===== config.mk =====
export PLATFORM = sky130hd
export DESIGN_NAME = crc_serial_gen
export DESIGN_NICKNAME = d
export VERILOG_FILES = /design/src/rtl/crc_serial_gen.sv
export SDC_FILE = /design/constraint.sdc
export NUM_CORES = 1
export LEC_CHECK = 0
export ABC_CLOCK_PERIOD_IN_PS = 2200
export CORE_ASPECT_RATIO = 0.8
export CORE_MARGIN = 5
export CORE_UTILIZATION = 50
export CTS_CLUSTER_SIZE = 14
export DETAILED_ROUTE_END_ITERATION = 6
export PLACE_DENSITY = 0.78
export SYNTH_ARGS = -nofsm -noshare
export SYNTH_HDL_FRONTEND = slang
export SYNTH_SLANG_ARGS = --single-unit
export TNS_END_PERCENT = 1

===== constraint.sdc =====
create_clock -name CLK -period 2.2 [get_ports CLK]
set_clock_uncertainty 0.2 [all_clocks]
set_input_delay 0.66 -clock CLK [delete_from_list [all_inputs] [get_ports CLK]]
set_output_delay 0.66 -clock CLK [all_outputs]
set_load 0.02 [all_outputs]

===== src/rtl/crc_serial_gen.sv =====
// Serial LFSR CRC generator: absorbs DATA while ACTIVE, then shifts the CRC out LSB first.
// Define CRC_SERIAL_GEN_PARALLEL_OUT_EN to add the parallel CRC_WORD output.
module crc_serial_gen #(
  parameter int               WIDTH = 8,
  parameter logic [WIDTH-1:0] POLY  = 8'h44,
  parameter logic [WIDTH-1:0] SEED  = 8'hD8
) (
  input  logic             CLK,
  input  logic             RST,
  input  logic             ACTIVE,
  input  logic             DATA,
  output logic             CRC,
  output logic             Valid,
`ifdef CRC_SERIAL_GEN_PARALLEL_OUT_EN
  output logic [WIDTH-1:0] CRC_WORD,
`endif
  output logic             Done
);

  localparam int CW = $clog2(WIDTH) + 1;
  localparam logic [CW-1:0] CNT_MAX = CW'(WIDTH);
  localparam logic [WIDTH-1:0] TAPS = {1'b0, POLY[WIDTH-2:0]};

  typedef enum logic [1:0] {
    IDLE = 2'd0,
    CALC = 2'd1,
    OUT  = 2'd2
  } state_t;

  state_t           state_q, state_d;
  logic [WIDTH-1:0] lfsr_q, lfsr_d;
  logic [CW-1:0]    cnt_q, cnt_d;
  logic             crc_q, crc_d;
  logic             valid_q, valid_d;
  logic             done_q, done_d;
`ifdef CRC_SERIAL_GEN_PARALLEL_OUT_EN
  logic [WIDTH-1:0] word_q, word_d;
`endif

  function automatic logic [WIDTH-1:0] step(
    input logic [WIDTH-1:0] l,
    input logic             d
  );
    logic fb;
    fb = l[0] ^ d;
    return {fb, l[WIDTH-1:1]} ^ (TAPS & {WIDTH{fb}});
  endfunction

  always_comb begin
    state_d = state_q;
    lfsr_d  = lfsr_q;
    cnt_d   = cnt_q;
    crc_d   = 1'b0;
    valid_d = 1'b0;
    done_d  = 1'b0;
`ifdef CRC_SERIAL_GEN_PARALLEL_OUT_EN
    word_d  = word_q;
`endif
    unique case (state_q)
      IDLE: begin
        lfsr_d = SEED;
        cnt_d  = '0;
        if (ACTIVE) begin
          lfsr_d  = step(SEED, DATA);
          state_d = CALC;
`ifdef CRC_SERIAL_GEN_PARALLEL_OUT_EN
          word_d  = '0;
`endif
        end
      end
      CALC: begin
        if (ACTIVE) begin
          lfsr_d = step(lfsr_q, DATA);
        end else begin
          crc_d   = lfsr_q[0];
          valid_d = 1'b1;
          lfsr_d  = lfsr_q >> 1;
          cnt_d   = CW'(1);
          state_d = OUT;
`ifdef CRC_SERIAL_GEN_PARALLEL_OUT_EN
          word_d  = lfsr_q;
`endif
        end
      end
      OUT: begin
        // A finished frame takes priority over a late ACTIVE.
        if (cnt_q == CNT_MAX) begin
          done_d  = 1'b1;
          lfsr_d  = SEED;
          cnt_d   = '0;
          state_d = IDLE;
        end else if (ACTIVE) begin
          lfsr_d  = step(SEED, DATA);
          cnt_d   = '0;
          state_d = CALC;
`ifdef CRC_SERIAL_GEN_PARALLEL_OUT_EN
          word_d  = '0;
`endif
        end else begin
          crc_d   = lfsr_q[0];
          valid_d = 1'b1;
          lfsr_d  = lfsr_q >> 1;
          cnt_d   = cnt_q + CW'(1);
        end
      end
      default: begin
        state_d = IDLE;
        lfsr_d  = SEED;
        cnt_d   = '0;
      end
    endcase
  end

  always_ff @(posedge CLK or posedge RST) begin
    if (RST) begin
      state_q <= IDLE;
      lfsr_q  <= SEED;
      cnt_q   <= '0;
      crc_q   <= 1'b0;
      valid_q <= 1'b0;
      done_q  <= 1'b0;
    end else begin
      state_q <= state_d;
      lfsr_q  <= lfsr_d;
      cnt_q   <= cnt_d;
      crc_q   <= crc_d;
      valid_q <= valid_d;
      done_q  <= done_d;
    end
  end

`ifdef CRC_SERIAL_GEN_PARALLEL_OUT_EN
  always_ff @(posedge CLK or posedge RST) begin
    if (RST) word_q <= '0;
    else     word_q <= word_d;
  end

  assign CRC_WORD = word_q;
`endif

  assign CRC   = crc_q;
  assign Valid = valid_q;
  assign Done  = done_q;

endmodule


==> flow_summary.json <==
{
  "detail_route.vias_per_cell": 5.81,
  "num_io_pins": 7,
  "synth_seq_area_share": 0.447,
  "rsz0062_at_grt": "false",
  "ys_seq_elements": 17,
  "antenna_cells": 0,
  "fin_nets": 116,
  "grt_pass1_vias": 706,
  "drv_cap": 0,
  "required_ns": 1.34,
  "synthesis.nets": 108,
  "dr.pass1.iters": 4,
  "period_needed_ns": 2.08,
  "whs_ns": 0.327,
  "synth_edf_count": 0,
  "grt_use_total": 0.140,
  "maxSlewViolCount": 0,
  "synthCells": 98,
  "grt_max_degree": 21,
  "mostFrequentLayoutCells": "dfrtp_1, a21oi_1, inv_1",
  "ir_worst_vdd_v": 0.000611,
  "drt_drc_violations_left": 0,
  "post-cts-setup-buffer-count": 0,
  "fin_setup_tns_ns": 0,
  "worst_pin_slew_ns": 0.580,
  "hold_viol_final": 0,
  "area_growth_pct": 12.7,
  "wl_um": 1810,
  "p_leak_nw": 0.481,
  "synth_flop_cell": "dfrtp_1",
  "cts_sinks": 17,
  "criticalPathCategory": "reg -> out",
  "max_stage_delay_ns": 0.60,
  "setup_viol_count_final": 0,
  "end_kind": "output port",
  "final_common_cell": "dfrtp_1",
  "dp_cells": 125,
  "clock_latency_ns": 0.30,
  "grt_overflow": 0,
  "drtIter0Drc": 22,
  "num_rows": 14,
  "core_um2": 1860,
  "status": "complete, no violations",
  "place_congestion": 0.822,
  "cp_top_family": "buffers and inverters",
  "max_slew_margin": 0.613,
  "timing.fmax_mhz": 481,
  "total_power_mw": 1.15,
  "syn-cell-area_um2": 963,
  "syn_area_per_cell_um2": 9.83,
  "antenna_left": 0,
  "utilization": 0.585,
  "hold_path.class": "reg -> reg",
  "vias": 750,
  "yosysUniqueCellTypes": 34,
  "start_util": 0.519,
  "instances_no_fill": 129,
  "cts.clk_slew.worst_paths_ns": 0.10,
  "cts_tree": "done",
  "async_reset_ff_frac": 1.00,
  "cp-start-kind": "register",
  "port_buffers": 6,
  "place_ws_ns": 0.0237,
  "cts_buffer_depth": 2,
  "p_per_area_nw_per_um2": 1060,
  "die_w_um": 59.1,
  "die-area_um2": 2910,
  "cp_max_fo": 1,
  "crit_slowest_cell": "clkdlybuf4s50_1",
  "fin_crit_sh": 0.945,
  "yosys_warnings": 0,
  "grt_pass1_wl_um": 3100,
  "path_cells": "clkdlybuf4s50_1",
  "die_h_um": 49.3,
  "postPlaceCellArea_um2": 1060,
  "antenna_found_initial": 0,
  "dp_hpwl_um": 1290,
  "reg2reg_slack_ns": 0.29,
  "setup_slack_ns": 0.121,
  "arrival_ns": 1.22,
  "cts_max_level": 1,
  "avgRoutedWirePerCell_um": 14.0,
  "cts_root_buf": "clkbuf_4",
  "postLayoutCellArea_um2": 1090,
  "path_buf_inv": 1,
  "cts_made_buffers": 3,
  "ctsHoldBuffers": 0,
  "final_layout_size_suffix_gt1_frac": 0.124,
  "cts_resized": 0
}
-- sequential cells by signal, indices dropped and copies added, names as in the netlist --
| signal | cells |
|---|---|
| lfsr_q | 8 |
| Done | 1 |
| cnt_q | 4 |
| state_q | 2 |
| CRC | 1 |
| Valid | 1 |
-- synthesized netlist by cell type, drive strengths merged (2+ instances only) --
master	n	share of area
dfrtp	13	0.34
a21oi	8	0.042
inv	8	0.031
ha	6	0.078
o21ai	6	0.031
buf	5	0.026
nand2	5	0.019
dfstp	4	0.11
nand3	4	0.021
nor2	4	0.016
o211ai	4	0.031
nand4b	3	0.027
nor3b	3	0.023
a22oi	2	0.016
a31oi	2	0.013
nand2b	2	0.013
nand3b	2	0.019
o21a	2	0.016
xor2	2	0.026
-- layer usage --
metal	GRT usage	wire length, um	vias up
met5	0	0	-
met4	0.0491	26	0
met3	0.0529	118	6
met2	0.200	785	20
met1	0.189	878	355
li1	-	-	369
-- cells by family (layout without fill, tap and decap cells) --
group	after synthesis	in the layout	share of synthesized area
fa+ha+maj	6	6	0.0779
compound gates	31	31	0.212
xor+xnor	2	2	0.0260
flops	17	17	0.447
simple gates	28	28	0.177
buf+inv	14	21	0.0610
-- worst reg2reg max path: stages, from the launching register on --
cell and delay, ns:
dfrtp_1 0.42, inv_1 0.12, ha_1 0.54, nand2_1 0.17
o2bb2a_1 0.32, o21ai_0 0.07
-- where the power goes --
group,total (mW),leakage (nW),switching (mW),internal [mW]
clock network,0.169,0.0150,0.0982,0.0707
logic,0.493,0.248,0.282,0.211
registers,0.489,0.217,0.0575,0.432
-- worst paths after layout --
check | startpoint | end | depth (start not counted)
min in group asynchronous | RST | lfsr_q[1] | 3
hold reg to reg | lfsr_q[5] | lfsr_q[4] | 2
setup / recovery | Valid | Valid | 1
setup reg to reg | state_q[1] | state_q[1] | 5
max in group asynchronous | RST | lfsr_q[7] | 3
hold / removal | lfsr_q[5] | lfsr_q[4] | 2
-- final cells by class --
type	instances	area, um2
Inverter	8	30.0
Tap cell	24	30.0
Sequential cell	17	430
Timing Repair Buffer	9	95.1
Multi-Input combinational cell	67	474
Clock buffer	4	26.3
Fill cell	173	771
(Power assumes the default switching activity.)
